$ cat config.mk
export PLATFORM = sky130hd
export DESIGN_NAME = dot_product_sequencer
export DESIGN_NICKNAME = d
export VERILOG_FILES = /design/src/rtl/dot_product_sequencer.sv
export SDC_FILE = /design/constraint.sdc
export NUM_CORES = 1
export LEC_CHECK = 0
export CAP_MARGIN = 25
export CORE_MARGIN = 8
export CORE_UTILIZATION = 30
export CTS_CLUSTER_SIZE = 20
export DETAILED_ROUTE_END_ITERATION = 10
export PLACE_DENSITY_LB_ADDON = 0.08
export SYNTH_ARGS = -nofsm -noshare
export SYNTH_HDL_FRONTEND = slang
export SYNTH_SLANG_ARGS = --single-unit
$ cat constraint.sdc
create_clock -name clk -period 7.75 [get_ports clk]
set_input_delay 1.55 -clock clk [delete_from_list [all_inputs] [get_ports clk]]
set_output_delay 1.55 -clock clk [all_outputs]
set_load 0.1 [all_outputs]
$ cat src/rtl/dot_product_sequencer.sv
// Sequencer around an 8-bit sequential Booth multiplier that
// accumulates signed products into a saturating dot product.
module dot_product_sequencer #(
    parameter int ACC_W = 24,
    parameter int LEN_W = 8
) (
    input  logic                    clk,
    input  logic                    rst_n,
    input  logic                    in_valid,
    output logic                    in_ready,
    input  logic [7:0]              in_a,
    input  logic [7:0]              in_b,
    input  logic                    in_last,
    output logic [7:0]              mul_mc,
    output logic [7:0]              mul_mp,
    output logic                    mul_load,
    output logic                    mul_start,
    input  logic [15:0]             mul_prod,
    input  logic                    mul_done,
    output logic                    out_valid,
    input  logic                    out_ready,
    output logic signed [ACC_W-1:0] out_acc,
    output logic                    out_sat,
    output logic [LEN_W-1:0]        out_count
);

    typedef enum logic [2:0] {
        IDLE,
        LOAD,
        RUN,
        CHECK,
        OUT
    } state_t;

    localparam logic signed [ACC_W-1:0] ACC_MAX =
        {1'b0, {(ACC_W-1){1'b1}}};
    localparam logic signed [ACC_W-1:0] ACC_MIN =
        {1'b1, {(ACC_W-1){1'b0}}};

    state_t                  state;
    state_t                  state_next;
    logic [2:0]              step;
    logic                    last_q;
    logic signed [ACC_W:0]   acc_sum;
    logic signed [ACC_W-1:0] acc_nxt;
    logic                    ovf_pos;
    logic                    ovf_neg;

    assign in_ready  = (state == IDLE);
    assign out_valid = (state == OUT);

    always_comb begin
        state_next = state;
        unique case (state)
            IDLE:    if (in_valid) state_next = LOAD;
            LOAD:    state_next = RUN;
            RUN:     if (step == 3'd7) state_next = CHECK;
            CHECK:   if (mul_done) state_next = last_q ? OUT : IDLE;
            OUT:     if (out_ready) state_next = IDLE;
            default: state_next = IDLE;
        endcase
    end

    // Top two bits of the widened sum disagree only on overflow
    always_comb begin
        acc_sum = {out_acc[ACC_W-1], out_acc}
                + {{(ACC_W+1-16){mul_prod[15]}}, mul_prod};
        ovf_pos = (acc_sum[ACC_W:ACC_W-1] == 2'b01);
        ovf_neg = (acc_sum[ACC_W:ACC_W-1] == 2'b10);
        acc_nxt = acc_sum[ACC_W-1:0];
        unique case (1'b1)
            ovf_pos: acc_nxt = ACC_MAX;
            ovf_neg: acc_nxt = ACC_MIN;
            default: acc_nxt = acc_sum[ACC_W-1:0];
        endcase
    end

    always_ff @(posedge clk or negedge rst_n) begin
        if (!rst_n) begin
            state     <= IDLE;
            step      <= 3'd0;
            last_q    <= 1'b0;
            mul_mc    <= 8'd0;
            mul_mp    <= 8'd0;
            mul_load  <= 1'b0;
            mul_start <= 1'b0;
            out_acc   <= '0;
            out_sat   <= 1'b0;
            out_count <= '0;
        end else begin
            state     <= state_next;
            mul_load  <= (state_next == LOAD);
            mul_start <= (state_next == RUN);
            if (state == IDLE && in_valid) begin
                mul_mc <= in_a;
                mul_mp <= in_b;
                last_q <= in_last;
            end
            if (state == LOAD)
                step <= 3'd0;
            else if (state == RUN)
                step <= step + 3'd1;
            if (state == CHECK && mul_done) begin
                out_acc   <= acc_nxt;
                out_sat   <= out_sat | ovf_pos | ovf_neg;
                out_count <= out_count + LEN_W'(1);
            end else if (state == OUT && out_ready) begin
                out_acc   <= '0;
                out_sat   <= 1'b0;
                out_count <= '0;
            end
        end
    end

endmodule
==> flow_summary_export.csv, run 1 <==
group,metric,value,unit
synth,synth_area,3600,um^2
worst_setup_path,crit_path_end_kind,"flop",
clock_network,cts_made_buffers,9,
synth,synth_edf_count,0,
synth,synth-warning-count,0,
routing,drt_pass1_iterations,4,
floorplan,core_area,11900,um^2
timing,slew_violations,0,
worst_setup_path,crit_required,8010,ps
synth,synth_seq_cells,58,
timing,setup_viol,0,
clock_network,cts_tree,"yes",
floorplan,rows,40,
finish,drive_gt1_frac,0.0987,
global_route,globalRouteOverflowTotal,0,
routing,antenna_left,0,
synth,syn_avg_cell_area,9.69,um^2
global_route,grtUsageTotal,0.129,
outcome,status,"finished, final reports clean",
worst_setup_path,critPathMaxFanout,20,
timing,relSlewSlack,0.322,
global_route,antenna_found_initial,0,
floorplan,initial_core_util,0.304,
clock_network,cts_root_buffer,"clkbuf_16",
finish,syn2layout_area_growth,38.6,%
synth,seq_area_frac_synth,0.403,
worst_setup_path,slowest_delay,690,ps
floorplan,die_h,126,um
routing,vias_per_cell,5.16,
synth,synth_nets,440,
global_route,grt_pass1_wl,16.7,mm
timing,post-route-min-period,5610,ps
finish,final_cell_mix,"clkdlybuf4s50_1, dfrtp_1, nand2_1, ha_1, nor2_1",
timing,fmax,0.178,GHz
worst_setup_path,cpLargestDelayFamily,"compound AO/OA/AOI/OAI gates",
finish,finalNetCount,529,
placement,gp_congestion,0.808,
job,drv_cap,0,
worst_setup_path,cp-start-kind,"input pin",
worst_setup_path,path_buf_inv,1,
synth,synth_cells,372,
timing,rsz0062_at_grt,"false",
clock_network,clk_pin_slew,60,ps
clock_network,clk_latency,330,ps
routing,routedWlPerCell,16.1,um
timing,skew,8.07,ps
clock_network,post_cts_resized,0,
clock_network,cts_buffer_depth,2,
clock_network,htreeDepth,3,
timing,tightestPinTransition,1010,ps
clock_network,post_cts_buffers,0,
routing,first_iter_violations,128,
clock_network,hold_buffers,0,
timing,period_share,0.724,
floorplan,ios,91,
finish,antenna_cells,0,
placement,port_buffers,90,
routing,drc,0,
timing,finalSetupTns,0,ps
global_route,grt_max_degree,59,
worst_setup_path,worstSetupPathType,"in -> reg",
synth,ys.flop_type,"dfrtp_1",
global_route,grt_pass1_vias,3322,
worst_hold_path,hold_class,"reg -> reg",
floorplan,dieWidth,126,um
synth,synth-async-reset-ratio,1.00,
synth,ys_types,55,
timing,hold_viol,0,
worst_setup_path,cp.arrival,5870,ps
placement,place_hpwl,7.34,mm
clock_network,cts.sinks,58,
finish,final_common_cell,"clkdlybuf4s50_1",
routing,num_vias,3161,
floorplan,dieArea,15800,um^2
worst_setup_path,slowest_stage,"ha_1",
worst_setup_path,critical_path.cell_chain,"clkdlybuf4s50_1, ha_1, and2_1, a221o_1, a31oi_1, o31ai_1, a31oi_4, o21ai_2, nand2_1, a31o_2, ha_1, nor2_1, nor3_1, a221o_1",
routing,wl,9.86,mm
layout make-up:
class,instances,area (um^2)
repair buffers,93,918
multi-input cells,292,2070
well taps,147,184
clock buffers,10,229
clock inverters,6,115
flip-flops and latches,58,1450
inverters,7,26.3
fillers,1162,6860
cell usage after synthesis (2+ instances only):
master    number  share of area
a221o_1        9          0.025
o21ai_1        3         0.0042
mux2_2        17          0.053
nor2_1        29          0.030
a22oi_1        3         0.0062
o22ai_1        2         0.0035
nand2b_1       3         0.0052
a21oi_1       16          0.022
o21ai_0       18          0.025
inv_1          7         0.0073
a21o_1         7          0.015
o21bai_1       2         0.0042
nand4_1        4         0.0069
a211o_1        2         0.0049
nor2b_1        4         0.0069
mux2i_1        2         0.0056
o31ai_1        3         0.0062
and4_1         2         0.0049
xor2_1        12          0.029
nor3b_1        2         0.0042
ha_1          29           0.10
a31o_2         2         0.0049
nand3_1       14          0.019
nand2_1       47          0.049
xnor2_1        8          0.019
a31oi_1        2         0.0035
and3_1         5         0.0087
nor3_1         6         0.0083
a22o_1        13          0.032
dfrtp_1       58           0.40
and2_1         4         0.0069
clkbuf_1      14          0.015
per-layer routing:
layer,global-route usage,part of all wire
met3,0.0409,0.069
met5,0,0
met1,0.157,0.45
met2,0.211,0.47
met4,0.0451,0.014
path summary, 6_finish.rpt:
| check | slack [ps] | cells after the start | start | endpoint |
|---|---|---|---|---|
| max | 2140 | 14 | mul_prod[15] | out_acc[18]$_DFFE_PN0P_ |
| min | 490 | 2 | last_q$_DFFE_PN0P_ | state[2]$_DFF_PN0_ |
| max reg2reg | 3420 | 14 | out_acc[0]$_DFFE_PN0P_ | out_acc[18]$_DFFE_PN0P_ |
| min reg2reg | 490 | 2 | last_q$_DFFE_PN0P_ | state[2]$_DFF_PN0_ |
| max in group asynchronous | 5860 | 2 | rst_n | out_acc[15]$_DFFE_PN0P_ |
| min in group asynchronous | 1380 | 2 | rst_n | step[2]$_DFFE_PN0P_ |
registers in the layout, summed over array words and instances, names as in the netlist:
signal / count
step: 3
mul_start: 1
mul_mc: 8
mul_load: 1
mul_mp: 8
out_count: 8
last_q: 1
state: 3
out_acc: 24
out_sat: 1
worst min-delay path: cells and delay by family, from the launching register on:
family             cells  cell delay [ps]
AOI/OAI and AO/OA      1               60
DFF                    1              340
and+or+nand+nor        1               50
metrics by stage:
stage | area, um^2 | utilization | hold slack (ps) | instances | worst slack (ps)
4_1_cts | 5000 | 0.421 | 489 | 613 | 2120
6_report | 5000 | 0.421 | 489 | 613 | 2140
2_1_floorplan | 3600 | - | 446 | 372 | 2890
3_3_place_gp | 4650 | 0.392 | 475 | 597 | 1850
5_1_grt | 5000 | 0.421 | 523 | 613 | 1760
3_5_place_dp | 4650 | 0.392 | 477 | 597 | 1770
cells by family (layout without fill, tap and decap cells):
logic type / Yosys count / in the layout / share of synthesized area
AOI/OAI and AO/OA: 99 / 99 / 0.202
xor gates and xnor gates: 20 / 20 / 0.0486
adders and majority gates: 30 / 30 / 0.106
buffers and inverters: 22 / 116 / 0.0229
DFF: 58 / 58 / 0.403
muxes: 19 / 19 / 0.0587
and+or+nand+nor: 124 / 124 / 0.159
Power of run 1 is left out: the tool's default activity adds up to more than one toggle a clock period on the data nets, which glitch-free logic cannot reach.
==> run 2, diff against run 1 <==
==> constraint.sdc (replaced) <==
create_clock -name clk -period 5 [get_ports clk]
set_input_delay 1 -clock clk [delete_from_list [all_inputs] [get_ports clk]]
set_output_delay 1 -clock clk [all_outputs]
set_load 0.1 [all_outputs]
==> flow_summary_export.csv, run 2 (same netlist as run 1, synthesis figures left out) <==
group,metric,value,unit
timing,period_share,0.938,
timing,hold_viol,0,
floorplan,dieWidth,126,um
finish,final_cell_mix,"clkdlybuf4s50_1, dfrtp_1, nand2_1, ha_1, nor2_1",
clock_network,cts.sinks,58,
global_route,grt_pass1_vias,3363,
routing,num_vias,3173,
timing,rsz0062_at_grt,"false",
clock_network,hold_buffers,0,
floorplan,rows,40,
clock_network,cts_buffer_depth,2,
timing,post-route-min-period,4690,ps
clock_network,post_cts_resized,0,
floorplan,dieArea,15800,um^2
worst_setup_path,worst_r2r_path_depth,13,
timing,relSlewSlack,0.325,
clock_network,clk_latency,340,ps
clock_network,cts_tree,"yes",
placement,gp_congestion,0.782,
routing,drc,0,
routing,routedWlPerCell,15.9,um
worst_setup_path,critPathMaxFanout,7,
finish,finalNetCount,539,
worst_hold_path,hold_class,"reg -> reg",
clock_network,cts_root_buffer,"clkbuf_16",
global_route,grtUsageTotal,0.133,
global_route,antenna_found_initial,0,
clock_network,post_cts_buffers,0,
timing,slew_violations,0,
placement,place_hpwl,7.42,mm
routing,vias_per_cell,5.09,
global_route,grt_max_degree,59,
worst_setup_path,cp-start-kind,"input pin",
worst_setup_path,cp.arrival,4960,ps
finish,finalNonFillerCells,623,
timing,setup_slack,308,ps
routing,drt_pass1_iterations,4,
floorplan,die_h,126,um
worst_setup_path,crit_path_end_kind,"flop",
finish,regMostFlops,"out_acc",
clock_network,cts_made_buffers,9,
placement,place_worst_setup_slack,-108,ps
placement,dp.cells,607,
timing,tightestPinTransition,1010,ps
timing,setup_viol,0,
placement,port_buffers,90,
finish,antenna_cells,0,
finish,largest_reg_flops,24,
worst_hold_path,whs_path_depth,1,
outcome,status,"finished, final reports clean",
clock_network,clk_pin_slew,50,ps
floorplan,ios,91,
finish,final_common_cell,"clkdlybuf4s50_1",
timing,fmax,0.213,GHz
job,drv_cap,0,
floorplan,core_area,11900,um^2
clock_network,htreeDepth,3,
routing,wl,9.93,mm
finish,syn2layout_area_growth,39.0,%
floorplan,initial_core_util,0.304,
timing,finalSetupTns,0,ps
finish,drive_gt1_frac,0.120,
routing,first_iter_violations,140,
global_route,grt_pass1_wl,17.0,mm
global_route,globalRouteOverflowTotal,0,
worst_setup_path,crit_required,5270,ps
timing,skew,6.18,ps
routing,antenna_left,0,
worst_setup_path,worstSetupPathType,"in -> reg",
## run 2: routing by layer
metal	up-vias	GRT usage	wire length, um
li1	1574	-	-
met1	1516	0.161	4660
met2	72	0.209	4450
met3	11	0.0570	687
met4	0	0.0437	137
met5	-	0	0
## run 2: stage by stage
stage | utilization | instance area (um^2) | hold WS, ps
2_1_floorplan | - | 3600 | 446
3_3_place_gp | 0.399 | 4730 | 470
3_5_place_dp | 0.399 | 4730 | 495
4_1_cts | 0.422 | 5010 | 508
5_1_grt | 0.422 | 5010 | 526
6_report | 0.422 | 5010 | 503
## run 2: area by class of cell
type	count	area (um^2)
inverter	7	26.3
timing repair buffer	103	993
multi-input combinational	292	2070
clock inverter	6	42.5
fill	1174	6850
tap	147	184
sequential	58	1450
clock buffer	10	239
## run 2: worst max-delay path, cell delays in order
cell	delay, ps
clkdlybuf4s50_1	410
ha_1	230
fa_1	410
a21o_1	190
a221o_2	350
a311o_1	370
and3_4	210
a31oi_4	200
o21ai_2	90
nand2_1	90
a31o_2	150
ha_1	250
nor3_1	790
a221o_1	220
## run 2: path summary, 6_finish.rpt
path / startpoint / end / slack (ps)
worst max-delay path: mul_prod[0] / out_acc[12]$_DFFE_PN0P_ / 310
worst min-delay path: mul_mp[1]$_DFFE_PN0P_ / mul_mp[1]$_DFFE_PN0P_ / 500
worst max register to register: out_acc[0]$_DFFE_PN0P_ / out_acc[12]$_DFFE_PN0P_ / 990
worst min register to register: mul_mp[1]$_DFFE_PN0P_ / mul_mp[1]$_DFFE_PN0P_ / 500
max in group asynchronous: rst_n / mul_mc[6]$_DFFE_PN0P_ / 3670
min in group asynchronous: rst_n / step[2]$_DFFE_PN0P_ / 810
Power of run 2 is left out for the same reason.
==> run 3, diff against run 2 <==
--- a/config.mk
+++ b/config.mk
@@ -10,6 +10,7 @@
 export CORE_UTILIZATION = 30
 export CTS_CLUSTER_SIZE = 20
 export DETAILED_ROUTE_END_ITERATION = 10
+export GPL_TIMING_DRIVEN = 1
 export PLACE_DENSITY_LB_ADDON = 0.08
 export SYNTH_ARGS = -nofsm -noshare
 export SYNTH_HDL_FRONTEND = slang
==> results of run 3 <==
Final layout, timing and power as in run 2 (identical DEF).
Power of run 3 is left out for the same reason.
